==> config.mk <==
export PLATFORM = sky130hd
export DESIGN_NAME = jedro_1_writeback
export DESIGN_NICKNAME = d
export VERILOG_FILES = /design/src/rtl/jedro_1_pkg.sv /design/src/rtl/jedro_1_scoreboard.sv /design/src/rtl/jedro_1_writeback.sv
export SDC_FILE = /design/constraint.sdc
export NUM_CORES = 1
export LEC_CHECK = 0
export ABC_AREA = 1
export BUFFER_PORTS_ARGS = -buffer_cell sky130_fd_sc_hd__buf_4
export CAP_MARGIN = 20
export CORE_MARGIN = 1.5
export CORE_UTILIZATION = 35
export CTS_CLUSTER_SIZE = 10
export DETAILED_ROUTE_END_ITERATION = 12
export GPL_ROUTABILITY_DRIVEN = 0
export SYNTH_ARGS = -nofsm -noshare
export SYNTH_HDL_FRONTEND = slang
export SYNTH_SLANG_ARGS = --single-unit
export TNS_END_PERCENT = 5
==> constraint.sdc <==
create_clock -name clk_i -period 3.8 [get_ports clk_i]
set_input_delay 0.95 -clock clk_i [delete_from_list [all_inputs] [get_ports clk_i]]
set_output_delay 0.95 -clock clk_i [all_outputs]
set_load 0.1 [all_outputs]
==> src/rtl/jedro_1_pkg.sv <==
`default_nettype none
// ============================================================================
// Module      : jedro_1_pkg
// Description : Shared widths, register-index constants and the writeback
//               source enumeration for the jedro_1 writeback slice.
// Revision    : 1.0 - initial release
// ============================================================================
package jedro_1_pkg;

    localparam int unsigned JEDRO_1_DATA_WIDTH = 32;
    localparam int unsigned JEDRO_1_ADDR_WIDTH = $clog2(JEDRO_1_DATA_WIDTH);
    localparam int unsigned REG_X0             = 0;

    typedef enum logic [0:0] {
        WB_SRC_ALU = 1'b0,
        WB_SRC_LSU = 1'b1
    } wb_src_e;

endpackage : jedro_1_pkg
`default_nettype wire

==> src/rtl/jedro_1_scoreboard.sv <==
`default_nettype none
// ============================================================================
// Module      : jedro_1_scoreboard
// Description : Per-register pending bits with set-over-clear priority, two
//               busy lookup ports and a sticky unsolicited-write error flag.
// Revision    : 1.0 - initial release
// ============================================================================
module jedro_1_scoreboard
    import jedro_1_pkg::*;
#(
    parameter int unsigned ADDR_WIDTH = JEDRO_1_ADDR_WIDTH
) (
    input  logic                  clk_i,
    input  logic                  rstn_i,
    input  logic                  set_i,
    input  logic [ADDR_WIDTH-1:0] set_addr_i,
    input  logic                  clr_i,
    input  logic [ADDR_WIDTH-1:0] clr_addr_i,
    input  logic [ADDR_WIDTH-1:0] rpb_addr_i,
    input  logic [ADDR_WIDTH-1:0] rpc_addr_i,
    output logic                  rpb_pending_o,
    output logic                  rpc_pending_o,
    output logic                  sb_err_o
);

    localparam int unsigned NUM_REGISTERS = 2**ADDR_WIDTH;
    localparam logic [ADDR_WIDTH-1:0] C_X0 = ADDR_WIDTH'(REG_X0);

    logic [NUM_REGISTERS-1:0] r_pending;
    logic [NUM_REGISTERS-1:0] w_pending_nxt;
    logic                     r_sb_err;
    logic                     w_err_hit;

    // Clear first, then set: a new producer issued on the commit edge wins.
    always_comb begin
        w_pending_nxt = r_pending;
        if (clr_i) begin
            w_pending_nxt[clr_addr_i] = 1'b0;
        end
        if (set_i && (set_addr_i != C_X0)) begin
            w_pending_nxt[set_addr_i] = 1'b1;
        end
        w_pending_nxt[0] = 1'b0;
    end

    assign w_err_hit = clr_i && !r_pending[clr_addr_i];

    always_ff @(posedge clk_i or negedge rstn_i) begin
        if (!rstn_i) begin
            r_pending <= '0;
            r_sb_err  <= 1'b0;
        end else begin
            r_pending <= w_pending_nxt;
            r_sb_err  <= r_sb_err | w_err_hit;
        end
    end

    assign rpb_pending_o = r_pending[rpb_addr_i];
    assign rpc_pending_o = r_pending[rpc_addr_i];
    assign sb_err_o      = r_sb_err;

endmodule : jedro_1_scoreboard
`default_nettype wire

==> src/rtl/jedro_1_writeback.sv <==
`default_nettype none
// ============================================================================
// Module      : jedro_1_writeback
// Description : Writeback stage: LSU-over-ALU arbitration onto the register
//               file write port, registered one cycle, plus pending scoreboard.
//               Optional result bypass enabled by macro JEDRO_1_WB_FWD_EN.
// Revision    : 1.0 - initial release
// ============================================================================
module jedro_1_writeback
    import jedro_1_pkg::*;
#(
    parameter int unsigned DATA_WIDTH = JEDRO_1_DATA_WIDTH,
    parameter int unsigned ADDR_WIDTH = $clog2(DATA_WIDTH)
) (
    input  logic                  clk_i,
    input  logic                  rstn_i,
    input  logic                  alu_valid_i,
    output logic                  alu_ready_o,
    input  logic [ADDR_WIDTH-1:0] alu_rd_i,
    input  logic [DATA_WIDTH-1:0] alu_data_i,
    input  logic                  lsu_valid_i,
    output logic                  lsu_ready_o,
    input  logic [ADDR_WIDTH-1:0] lsu_rd_i,
    input  logic [DATA_WIDTH-1:0] lsu_data_i,
    input  logic                  sb_set_i,
    input  logic [ADDR_WIDTH-1:0] sb_set_addr_i,
    input  logic [ADDR_WIDTH-1:0] rpb_addr_i,
    input  logic [ADDR_WIDTH-1:0] rpc_addr_i,
    output logic                  rpb_busy_o,
    output logic                  rpc_busy_o,
    output logic                  rpb_fwd_valid_o,
    output logic                  rpc_fwd_valid_o,
    output logic [DATA_WIDTH-1:0] rpb_fwd_data_o,
    output logic [DATA_WIDTH-1:0] rpc_fwd_data_o,
    output logic [ADDR_WIDTH-1:0] wpa_addr_o,
    output logic [DATA_WIDTH-1:0] wpa_data_o,
    output logic                  wpa_we_o,
    output logic                  sb_err_o
);

    localparam logic [ADDR_WIDTH-1:0] C_X0 = ADDR_WIDTH'(REG_X0);

    wb_src_e               w_src;
    logic                  w_fire;
    logic [ADDR_WIDTH-1:0] w_rd;
    logic [DATA_WIDTH-1:0] w_data;

    logic                  r_wpa_we;
    logic [ADDR_WIDTH-1:0] r_wpa_addr;
    logic [DATA_WIDTH-1:0] r_wpa_data;

    logic                  w_rpb_pending;
    logic                  w_rpc_pending;

    // LSU always wins; ALU readiness depends only on the LSU request.
    assign lsu_ready_o = 1'b1;
    assign alu_ready_o = !lsu_valid_i;

    always_comb begin
        w_fire = lsu_valid_i || alu_valid_i;
        w_src  = lsu_valid_i ? WB_SRC_LSU : WB_SRC_ALU;
        w_rd   = alu_rd_i;
        w_data = alu_data_i;
        if (w_src == WB_SRC_LSU) begin
            w_rd   = lsu_rd_i;
            w_data = lsu_data_i;
        end
    end

    // Results for x0 complete the handshake but never raise the write enable.
    always_ff @(posedge clk_i or negedge rstn_i) begin
        if (!rstn_i) begin
            r_wpa_we   <= 1'b0;
            r_wpa_addr <= '0;
            r_wpa_data <= '0;
        end else begin
            r_wpa_we <= w_fire && (w_rd != C_X0);
            if (w_fire) begin
                r_wpa_addr <= w_rd;
                r_wpa_data <= w_data;
            end
        end
    end

    assign wpa_we_o   = r_wpa_we;
    assign wpa_addr_o = r_wpa_addr;
    assign wpa_data_o = r_wpa_data;

    jedro_1_scoreboard #(
        .ADDR_WIDTH (ADDR_WIDTH)
    ) u_scoreboard (
        .clk_i         (clk_i),
        .rstn_i        (rstn_i),
        .set_i         (sb_set_i),
        .set_addr_i    (sb_set_addr_i),
        .clr_i         (r_wpa_we),
        .clr_addr_i    (r_wpa_addr),
        .rpb_addr_i    (rpb_addr_i),
        .rpc_addr_i    (rpc_addr_i),
        .rpb_pending_o (w_rpb_pending),
        .rpc_pending_o (w_rpc_pending),
        .sb_err_o      (sb_err_o)
    );

`ifdef JEDRO_1_WB_FWD_EN
    // The in-flight write is visible one cycle before the register file has it.
    assign rpb_fwd_valid_o = r_wpa_we && (r_wpa_addr == rpb_addr_i) && (rpb_addr_i != C_X0);
    assign rpc_fwd_valid_o = r_wpa_we && (r_wpa_addr == rpc_addr_i) && (rpc_addr_i != C_X0);
    assign rpb_fwd_data_o  = r_wpa_data;
    assign rpc_fwd_data_o  = r_wpa_data;
`else
    assign rpb_fwd_valid_o = 1'b0;
    assign rpc_fwd_valid_o = 1'b0;
    assign rpb_fwd_data_o  = '0;
    assign rpc_fwd_data_o  = '0;
`endif

    assign rpb_busy_o = w_rpb_pending && !rpb_fwd_valid_o;
    assign rpc_busy_o = w_rpc_pending && !rpc_fwd_valid_o;

endmodule : jedro_1_writeback
`default_nettype wire

Word level (Yosys, flattened, before mapping):

Cells that the tools add are included.

* register bits after elaboration: 70
* input port bits: 94
* output and inout port bits: 109
* logic and storage cells: 40

* order comparisons: 6
* multiplexer cells: 15
* bitwise operators: 4
* reduce and logical (&&, ||, !) cells: 10

Operators by type and width (number)
* 32-bit two-way mux: 3
* 32-bit AND: 1
* 32-bit inverter: 1
* 32-bit bitwise OR: 1
* 5-bit by 6-bit < comparator with 1-bit output, second input constant: 4
* 1-bit binary-select mux with 5-bit select: 3
* 1-bit demux with 5-bit select: 2
* 5-bit by 1-bit greater-or-equal comparator with 1-bit output, second input constant: 2
* 5-bit nonzero test: 2
* 1-bit two-way mux: 6
* 1-bit logical AND: 5
* 5-bit two-way mux: 1
* 1-bit logical NOT: 2
* 1-bit logical OR: 1
* 1-bit bitwise OR: 1

Depth between registers and ports, before layout:

Gate-level depths: netlist of the first run.

* depth in word-level cells: 9
* gate-level depth with buffers: 12
* depth with buffers taken out: 10

Modules after synthesis:

Synthesis of the first run repeated with hierarchy kept, for this count alone.

* cells, all modules: 684
* area total of the unflattened synthesis: 4670.7 um^2

Modules (own cells, without submodules)
* jedro_1_scoreboard: times used 1, cells each 397, area an instance 2424.8 um^2, seq. area each 800.8 um^2
* jedro_1_writeback: times used 1, cells each 287, area an instance 2245.9 um^2, seq. area each 950.9 um^2

Least setup slack after synthesis of the first run:

No wires, ideal clock.

* path type: input to output
* from: input port rpb_addr_i[0]
* to: output port rpb_busy_o
* arrival: 2295 ps
* data required time: 2850 ps
* setup slack: 555 ps
* stages: 11
* path buffers: 2
* cell sequence: buf_2 -> inv_2 -> buf_6 -> nand2_1 -> nand3_1 -> nand3_1 -> nand2_1 -> nand2_1 -> nand2_1 -> nand2_1 -> nand2_1

* longest elaborated chain between the ends: 2

Ends and longest elaborated chain
* from (decl): RTL line jedro_1_writeback.sv:27 `input logic [ADDR_WIDTH-1:0] rpb_addr_i,`
* 1-bit binary-select mux with 5-bit select: RTL line jedro_1_scoreboard.sv:58 `assign rpb_pending_o = r_pending[rpb_addr_i];`
* 1-bit two-way mux (implied by the code): RTL line jedro_1_scoreboard.sv:58
* to (decl): RTL line jedro_1_writeback.sv:29 `output logic rpb_busy_o,`

No other way between the ends. The select of a mux whose other input is x is not followed.

Final worst setup path of the first run:

* from: input port rpc_addr_i[0]
* to: output port rpc_busy_o

* longest elaborated chain between the ends: 2

Ends and longest elaborated chain
* from (decl): RTL line jedro_1_writeback.sv:28 `input logic [ADDR_WIDTH-1:0] rpc_addr_i,`
* 1-bit binary-select mux with 5-bit select: RTL line jedro_1_scoreboard.sv:59 `assign rpc_pending_o = r_pending[rpc_addr_i];`
* 1-bit two-way mux (implied by the code): RTL line jedro_1_scoreboard.sv:59
* to (decl): RTL line jedro_1_writeback.sv:30 `output logic rpc_busy_o,`

No other way between the ends. The select of a mux whose other input is x is not followed.

==> reports/summary.md, run 1 <==
• completed — run status
• sky130_fd_sc_hd__nand2_1 — most common cell in the netlist
• 4275 — vias in the first global route
• 13700 um^2 — die area
• 135 — IO Port Bufs
• 866 — layout net count
• 0 — number of failing hold endpoints at the final stage
• 0 — Slew Limit Fails
• 0 — quantity of hold-fixing buffers added after cts
• input pin to output port — classification of the worst setup path
• sky130_fd_sc_hd__nand2_1, sky130_fd_sc_hd__nand3_1, sky130_fd_sc_hd__buf_4, sky130_fd_sc_hd__dfrtp_1, sky130_fd_sc_hd__o21ai_0 — most numerous cell types in the synthesized netlist
• 0 — number of resized instances in the post-cts repair step
• 5 — Initial DRT Pass Iterations
• 0 ns — post-route setup TNS
• buffers and inverters — category of cells accounting for the largest share of critical-path delay
• 24.4% — area added between synthesis and finish
• 1318 — fill count
• 3.22 mW — total power draw
• 100% — ys async rst share
• 0 — number of inserted diodes
• 0.326 GHz — fmax
• 10100 um — DP HPWL
• 38.5% — share of synthesized area occupied by flip-flops and latches
• 21 — post-synthesis cell type count
• 0 — DRC violations left
• no — RSZ-0062 raised after global routing
• 20.5% — fraction of final layout cells with drive strength greater than 1
• 0.05 ns — clock slew at the register clock pins of the worst setup and hold paths
• 0.737 ns — worst slack, placed
• 71 — maximum number of pins on one net before global-route repair
• 13700 um — total wirelength of the detailed-routed design
• 654 — Mapped Cells
• sky130_fd_sc_hd__dfrtp_1 — most used flip-flop cell after synthesis
• 2 — Longest Clk Path Bufs
• 38.5% — share of Yosys cell area claimed by the top area cell type
• 0 — Post-CTS Setup Bufs
• 6.95 um^2 — post-synthesis average cell area
• 0 — initial antenna violation count
• yes — clock tree from TritonCTS
• 0.33 ns — clock latency on the worst-skew pair
• 3.06 ns — crit path time final
• 21800 um — first-pass GRT wire length
• 80.6% — share of the clock period used by the worst path after layout
• 2.11 ns — CP Data Arrival Time
• 40.7% — Max-slew headroom
• 3 — CP Buf/Inv Count
• 117 um — die outline height
• 41 — row cnt
• 117 um — Horiz. Die Dim
• 413 — violation count after the first detailed-routing iteration
• 0.737 ns — setup slack after layout
• 70 — register bit count reported by yosys
• 0 — final global-route overflow total
• input pin — Critical Path Source Type
• 9 — CTS Buf Count
• 0 — count of maximum capacitance violations
• 17 — largest fanout on the critical path
• output port — Critical Path Sink Type
• 70 — number of clock sinks
• 203 — # IOs
• 36.0% — initial cell density of the core
• 0.890 ns — slew at the pin closest to its max-slew limit
• 0 — number of setup violations in the final report
• sky130_fd_sc_hd__dfrtp_1, sky130_fd_sc_hd__nand2_1, sky130_fd_sc_hd__nand3_1, sky130_fd_sc_hd__buf_4, sky130_fd_sc_hd__o21ai_0 — ranking of synthesized cells by area
• 948 — non-filler instance count after layout
• 0 — Yosys warning total
• 12600 um^2 — placeable core area
• 3 — count of H-tree levels built during CTS
• 4540 um^2 — post-synth design cell area
• sky130_fd_sc_hd__dfrtp_1 — largest area contributor in the netlist
• sky130_fd_sc_hd__buf_4 — cell with the largest stage delay on the worst path
• sky130_fd_sc_hd__nand2_1 — cell type with the highest occurrence count on the critical path
• 2.85 ns — Worst Path Required
• 4620 — Via Count
• 0 — antenna-violating nets left
• 20.6% — global-route total usage across every layer
• 0.29 ns — CP peak stage delay
• 4.87 — Via density
• 0.000224 V — largest vdd supply drop
• 14.4 um — routed length per instance
• 571 nW/um^2 — Power Dens Cells
• 0 — EDFF count, synth
• sky130_fd_sc_hd__clkbuf_16 — CTS Root Cell
• buf_4 -> inv_2 -> nand2_1 -> nand3_1 -> nand3_1 -> nand2_1 -> nand2_1 -> nand2_1 -> nand2_1 -> nand2_1 -> buf_4 — Cell Chain, Critical Path
• 933 — Cells after DPL
• 0.00438 ns — clock skew after layout
• flop to flop — min-delay worst type
• 2.94 nW — Static Leakage
where the power goes:
part	leakage, nW	switching, mW	internal, mW	total, mW
registers	0.817	0.261	0.916	1.18
clock network	0.131	0.299	0.472	0.771
logic	1.99	0.976	0.302	1.28
total	2.94	1.54	1.69	3.22
placed cells by master (no fill, tap or decap):
master | Yosys | final
sky130_fd_sc_hd__inv_2 | 3 | 3
sky130_fd_sc_hd__inv_1 | 33 | 33
sky130_fd_sc_hd__mux2i_1 | 2 | 2
sky130_fd_sc_hd__nand3_2 | 1 | 1
sky130_fd_sc_hd__inv_4 | 1 | 1
sky130_fd_sc_hd__clkbuf_16 | 0 | 9
sky130_fd_sc_hd__clkbuf_8 | 0 | 2
sky130_fd_sc_hd__nand3_1 | 137 | 137
sky130_fd_sc_hd__nor2_1 | 4 | 3
sky130_fd_sc_hd__a41oi_1 | 1 | 1
sky130_fd_sc_hd__clkbuf_1 | 12 | 1
sky130_fd_sc_hd__clkinvlp_4 | 0 | 2
sky130_fd_sc_hd__o21ai_0 | 67 | 67
sky130_fd_sc_hd__nor2_2 | 0 | 1
sky130_fd_sc_hd__o21ai_1 | 1 | 1
sky130_fd_sc_hd__conb_1 | 2 | 67
sky130_fd_sc_hd__nand2_2 | 1 | 1
sky130_fd_sc_hd__clkinv_2 | 0 | 1
sky130_fd_sc_hd__nand2_1 | 227 | 227
sky130_fd_sc_hd__dfrtp_1 | 70 | 70
sky130_fd_sc_hd__buf_4 | 70 | 137
sky130_fd_sc_hd__nor3_1 | 8 | 8
sky130_fd_sc_hd__or2_2 | 1 | 1
worst register-to-register path, stage by stage, from the launching register on:
cell	delay (ns)
sky130_fd_sc_hd__dfrtp_1	0.54
sky130_fd_sc_hd__inv_1	0.35
sky130_fd_sc_hd__nand3_1	0.39
sky130_fd_sc_hd__o21ai_0	0.29
sky130_fd_sc_hd__o21ai_0	0.12
flip-flops by register name, summed over array words and instances, names as in the netlist:
signal	count
wpa_data_o	32
u_scoreboard.sb_err_o	1
wpa_addr_o	5
wpa_we_o	1
u_scoreboard.r_pending	31
through the flow:
stage	cell area, um^2	hold WS [ns]	util [%]
after floorplan	4790	0.493	-
after global placement	5380	0.456	42.6
after detailed placement	5380	0.458	42.6
after CTS	5650	0.474	44.8
after global routing	5650	0.483	44.8
final	5650	0.466	44.8
worst paths after layout:
path,slack (ns),start,depth (start not counted),to
setup / recovery,0.74,rpc_addr_i[0],11,rpc_busy_o
min in group asynchronous,0.74,rstn_i,1,wpa_data_o[5]
hold / removal,0.47,u_scoreboard.sb_err_o,2,u_scoreboard.sb_err_o
max in group asynchronous,2.48,rstn_i,1,wpa_data_o[25]
hold reg to reg,0.47,u_scoreboard.sb_err_o,2,u_scoreboard.sb_err_o
setup reg to reg,1.97,wpa_addr_o[1],4,u_scoreboard.r_pending[5]
per-layer routing:
layer	vias up	part of all wire (%)	global-route usage (%)
met4	0	2.7	9.56
met2	271	48	32.6
met1	2081	39	27.0
met5	-	0	0
met3	36	9.8	4.63
li1	2232	-	-
logic make-up after synthesis:
family,Yosys count,share of synthesized area [%]
AO/OA/AOI/OAI,69,7.68
buffers and inverters,132,17.6
flip-flops,70,38.5
multiplexers,2,0.441
other,2,0.165
AND/OR/NAND/NOR,379,35.5
cell type report:
cell class                      count  area (um^2)  area share, %
Sequential cell                    70         1750           31.0
Tap cell                          172          215           3.81
Multi-Input combinational cell    517         2240           39.6
Clock buffer                       12          256           4.54
Inverter                           37          141           2.50
Clock inverter                      3         20.0          0.354
Timing Repair Buffer              137         1030           18.2
Note: power is estimated with default switching activity, not from simulation.
==> inputs of run 2 (changes only) <==
==> constraint.sdc (replaced) <==
create_clock -name clk_i -period 2.52 [get_ports clk_i]
set_input_delay 0.63 -clock clk_i [delete_from_list [all_inputs] [get_ports clk_i]]
set_output_delay 0.63 -clock clk_i [all_outputs]
set_load 0.1 [all_outputs]
==> run 2 against run 1 <==
Global-route usage rose by 0.081 points. Die area did not move. Power rose by 57%. Cell count rose by 0.32%. Wire length fell by 0.75%. Register-to-register slack got worse by 1.3 ns. Critical path type unchanged.
==> reports/summary.md, run 2 (synthesis results as in run 1) <==
• 1.76 ns — CP Data Arrival Time
• 0 — Slew Limit Fails
• 0 — number of setup violations in the final report
• 0 — Post-CTS Setup Bufs
• rpc_busy_o — Setup crit end
• 0 — initial antenna violation count
• 0.32 ns — clock latency on the worst-skew pair
• 2.97 nW — Static Leakage
• 0 — antenna-violating nets left
• sky130_fd_sc_hd__nand2_1 — most common cell after layout, fill and taps aside
• 95.0% — share of the clock period used by the worst path after layout
• 935 — Cells after DPL
• 70 — number of clock sinks
• u_scoreboard.r_pending[5] — worst flop-to-flop path endpoint
• input pin to asynchronous set/reset pin — min-delay worst type
• 9 — CTS Buf Count
• wpa_addr_o[1] — worst flop-to-flop path startpoint
• 2.39 ns — crit path time final
• 14.3 um — routed length per instance
• input pin — Critical Path Source Type
• 1315 — fill count
• 22100 um — first-pass GRT wire length
• 17 — largest fanout on the critical path
• output port — Critical Path Sink Type
• 203 — # IOs
• 884 nW/um^2 — Power Dens Cells
• 4.88 — Via density
• 4638 — Via Count
• 4 — length in cells of the worst reg-to-reg path
• 0.880 ns — slew at the pin closest to its max-slew limit
• 20.7% — global-route total usage across every layer
• 135 — IO Port Bufs
• 0 — final global-route overflow total
• rpc_addr_i[0] — CP startpoint
• 36.0% — initial cell density of the core
• 0 — quantity of hold-fixing buffers added after cts
• 371 — violation count after the first detailed-routing iteration
• 21.1% — fraction of final layout cells with drive strength greater than 1
• 32 — number of flip-flops in the largest register
• input pin to output port — classification of the worst setup path
• 13700 um^2 — die area
• 0 — number of failing hold endpoints at the final stage
• 41.3% — Max-slew headroom
• 0.418 GHz — fmax
• completed — run status
• 951 — non-filler instance count after layout
• 5390 um^2 — placed cell area
• 0.05 ns — clock slew at the register clock pins of the worst setup and hold paths
• 4415 — vias in the first global route
• 117 um — die outline height
• no — RSZ-0062 raised after global routing
• 1.89 ns — Worst Path Required
• sky130_fd_sc_hd__clkbuf_16 — CTS Root Cell
• 3 — count of H-tree levels built during CTS
• 26.0% — area added between synthesis and finish
• sky130_fd_sc_hd__nand2_1, sky130_fd_sc_hd__nand3_1, sky130_fd_sc_hd__buf_4, sky130_fd_sc_hd__dfrtp_1 — commonest cells after routing, fill and taps aside
• 7 — Initial DRT Pass Iterations
• 117 um — Horiz. Die Dim
• 0 — DRC violations left
• 41 — row cnt
• 5720 um^2 — post-route design area
• 13600 um — total wirelength of the detailed-routed design
• 0 — count of maximum capacitance violations
• 868 — layout net count
• 2 — Longest Clk Path Bufs
• 0.000384 V — largest vdd supply drop
• 71 — maximum number of pins on one net before global-route repair
• 10200 um — DP HPWL
• yes — clock tree from TritonCTS
• 0 — number of inserted diodes
• 0.00860 ns — clock skew after layout
• 12600 um^2 — placeable core area
• 0.72 ns — register-to-register setup slack
## run 2: cell type report
| class | count | area (um^2) | share of cell area, % |
|---|---|---|---|
| clock buffers | 10 | 239 | 4.17 |
| clock inverters | 6 | 85.1 | 1.49 |
| inverters | 37 | 141 | 2.47 |
| multi-input cells | 517 | 2240 | 39.1 |
| flip-flops and latches | 70 | 1750 | 30.6 |
| well taps | 172 | 215 | 3.76 |
| repair buffers | 139 | 1050 | 18.4 |
## run 2: metrics by stage
step,util [%],setup WS (ns),hold WS [ns],TNS [ns],total power [mW]
floorplan,-,-0.0766,0.334,-0.0766,3.20
global placement,42.7,0.134,0.468,0,3.67
detailed placement,42.7,0.0870,0.470,0,3.69
CTS,45.3,0.0849,0.457,0,5.07
global route,45.4,0.00746,0.495,0,5.34
finish,45.4,0.126,0.419,0,5.06
## run 2: what timing repair did
action | 4_1_cts | 5_1_grt
endpoints found under the setup margin | 0 | 2
endpoints found under the hold margin | 0 | 0
resized for setup | 0 | 2
## run 2: where the power goes
part / internal (mW) / switching [mW]
sequential: 1.38 / 0.386
clock: 0.889 / 0.464
combinational: 0.462 / 1.48
total: 2.73 / 2.33
## run 2: worst max-delay path: stages
cell,delay [ns]
sky130_fd_sc_hd__buf_4,0.17
sky130_fd_sc_hd__inv_2,0.20
sky130_fd_sc_hd__nand2_1,0.09
sky130_fd_sc_hd__nand3_1,0.08
sky130_fd_sc_hd__nand3_1,0.08
sky130_fd_sc_hd__nand2_1,0.07
sky130_fd_sc_hd__nand2_1,0.04
sky130_fd_sc_hd__nand2_1,0.05
sky130_fd_sc_hd__nand2_1,0.04
sky130_fd_sc_hd__nand2_1,0.08
sky130_fd_sc_hd__buf_6,0.23
## run 2: worst min path at each step
stage / from / to / slack (ns) / cells past startpoint
after global placement: wpa_data_o[8] / wpa_data_o[8] / 0.47 / 2
after detailed placement: wpa_data_o[28] / wpa_data_o[28] / 0.47 / 2
after global routing: rstn_i / wpa_data_o[10] / 0.49 / 1
after floorplan: rstn_i / u_scoreboard.r_pending[10] / 0.33 / 0
after CTS: rstn_i / wpa_data_o[4] / 0.46 / 1
final: rstn_i / wpa_data_o[4] / 0.42 / 1
## run 2: metal layers
| metal | share of wire, % | GRT usage, % | vias to the layer above |
|---|---|---|---|
| li1 | - | - | 2240 |
| met1 | 39 | 26.6 | 2120 |
| met2 | 49 | 33.3 | 239 |
| met3 | 8.9 | 5.15 | 39 |
| met4 | 3.0 | 8.84 | 0 |
| met5 | 0 | 0 | - |
==> inputs of run 3 (changes only) <==
--- a/config.mk
+++ b/config.mk
@@ -13,6 +13,7 @@
 export CTS_CLUSTER_SIZE = 10
 export DETAILED_ROUTE_END_ITERATION = 12
 export GPL_ROUTABILITY_DRIVEN = 0
+export SETUP_SLACK_MARGIN = 0.15
 export SYNTH_ARGS = -nofsm -noshare
 export SYNTH_HDL_FRONTEND = slang
 export SYNTH_SLANG_ARGS = --single-unit
==> run 3 against run 2 <==
Non-clock buffer count unchanged. Core utilization up 0.61 points. Clock power barely moved. Largest cell class unchanged. Sequential share of layout area decreased by 0.41 points. Register-to-register slack hardly changed. Cell count stayed put. Critical endpoint unchanged. Critical path type unchanged. Die area unchanged.
==> reports/summary.md, run 3 (synthesis results as in run 1) <==
• completed — run status
• 22.2% — fraction of final layout cells with drive strength greater than 1
• 0 — initial antenna violation count
• 10200 um — DP HPWL
• 0.0870 ns — worst slack, placed
• 5.10 mW — total power draw
• 395 — violation count after the first detailed-routing iteration
• 0 — antenna-violating nets left
• 0 — Post-CTS Setup Bufs
• 0 ns — post-route setup TNS
• 0 — quantity of hold-fixing buffers added after cts
• 0.416 ns — WHS
• 32 — number of flip-flops in the largest register
• 117 um — Horiz. Die Dim
• sky130_fd_sc_hd__nand2_1, sky130_fd_sc_hd__buf_4, sky130_fd_sc_hd__nand3_1, sky130_fd_sc_hd__dfrtp_1 — commonest cells after routing, fill and taps aside
• 91.2% — share of the clock period used by the worst path after layout
• 22100 um — first-pass GRT wire length
• input pin to output port — classification of the worst setup path
• 4.92 — Via density
• 0.435 GHz — fmax
• 70 — number of clock sinks
• 935 — Cells after DPL
• 4680 — Via Count
• 0 — number of failing hold endpoints at the final stage
• 2.30 ns — crit path time final
• 0.221 ns — setup slack after layout
• 14.4 um — routed length per instance
• 13700 um — total wirelength of the detailed-routed design
• 135 — IO Port Bufs
• 0 — final global-route overflow total
• 0.00774 ns — clock skew after layout
• rpc_addr_i[1] — CP startpoint
• 13700 um^2 — die area
• 2.98 nW — Static Leakage
• 71 — maximum number of pins on one net before global-route repair
• 36.0% — initial cell density of the core
• 878 nW/um^2 — Power Dens Cells
• 9 — CTS Buf Count
• 5390 um^2 — placed cell area
• yes — RSZ-0062 raised after global routing
• 0 — Slew Limit Fails
• 9 — largest fanout on the critical path
• 12600 um^2 — placeable core area
• 1.89 ns — Worst Path Required
• 4414 — vias in the first global route
• 0 — number of inserted diodes
• 46.0% — Final Util
• input pin — Critical Path Source Type
• sky130_fd_sc_hd__clkbuf_16 — CTS Root Cell
• 0 — DRC violations left
• 0.000385 V — largest vdd supply drop
• 5 — Initial DRT Pass Iterations
• 2 — Longest Clk Path Bufs
• input pin to asynchronous set/reset pin — min-delay worst type
• 951 — non-filler instance count after layout
• wpa_addr_o[1] — worst flop-to-flop path startpoint
• 3 — count of H-tree levels built during CTS
• 0 — number of setup violations in the final report
• sky130_fd_sc_hd__nand2_1 — most common cell after layout, fill and taps aside
• 27.7% — area added between synthesis and finish
• output port — Critical Path Sink Type
• 41.2% — Max-slew headroom
• yes — clock tree from TritonCTS
• 41 — row cnt
• 868 — layout net count
• 0.33 ns — clock latency on the worst-skew pair
• 0.72 ns — register-to-register setup slack
• 0.882 ns — slew at the pin closest to its max-slew limit
• 117 um — die outline height
• 5800 um^2 — post-route design area
• 1.67 ns — CP Data Arrival Time
• 0 — count of maximum capacitance violations
• 20.7% — global-route total usage across every layer
• 0.05 ns — clock slew at the register clock pins of the worst setup and hold paths
• 203 — # IOs
[run 3: per-layer routing]
metal  global-route usage [%]  routed length (um)
met1                     26.6                5330
met2                     33.3                6590
met3                     5.15                1260
met4                     8.84                 487
met5                        0                   0
[run 3: final cells by class]
cell class | count | area [um^2]
Clock inverter | 6 | 85.1
Fill cell | 1308 | 6820
Tap cell | 172 | 215
Clock buffer | 10 | 239
Inverter | 37 | 159
Timing Repair Buffer | 139 | 1080
Sequential cell | 70 | 1750
Multi-Input combinational cell | 517 | 2280
[run 3: worst paths after layout]
path                            cells past startpoint                         end
worst max register to register                      4   u_scoreboard.r_pending[5]
worst min register to register                      2              wpa_data_o[27]
max in group asynchronous                           1  u_scoreboard.r_pending[10]
min in group clk_i                                  2              wpa_data_o[27]
worst max-delay path                               10                  rpc_busy_o
worst min-delay path                                1               wpa_data_o[4]
[run 3: timing repair]
action | in CTS | in global routing
pin swaps | 0 | 2
setup endpoints to repair | 2 | 2
gates resized for setup | 3 | 19
[run 3: power by group]
group	leakage [nW]	total, mW	internal, mW	switching (mW)
Clock	0.154	1.35	0.889	0.461
Combinational	2.01	1.98	0.481	1.50
Sequential	0.817	1.77	1.38	0.388
Total	2.98	5.10	2.75	2.35
[run 3: worst max-delay path, stage by stage]
cell,delay (ns)
sky130_fd_sc_hd__buf_6,0.12
sky130_fd_sc_hd__clkinvlp_4,0.21
sky130_fd_sc_hd__nand3_2,0.13
sky130_fd_sc_hd__nand3_1,0.08
sky130_fd_sc_hd__nand2_1,0.07
sky130_fd_sc_hd__nand2_1,0.04
sky130_fd_sc_hd__nand2_1,0.05
sky130_fd_sc_hd__nand2_1,0.04
sky130_fd_sc_hd__nand2_1,0.11
sky130_fd_sc_hd__buf_12,0.18
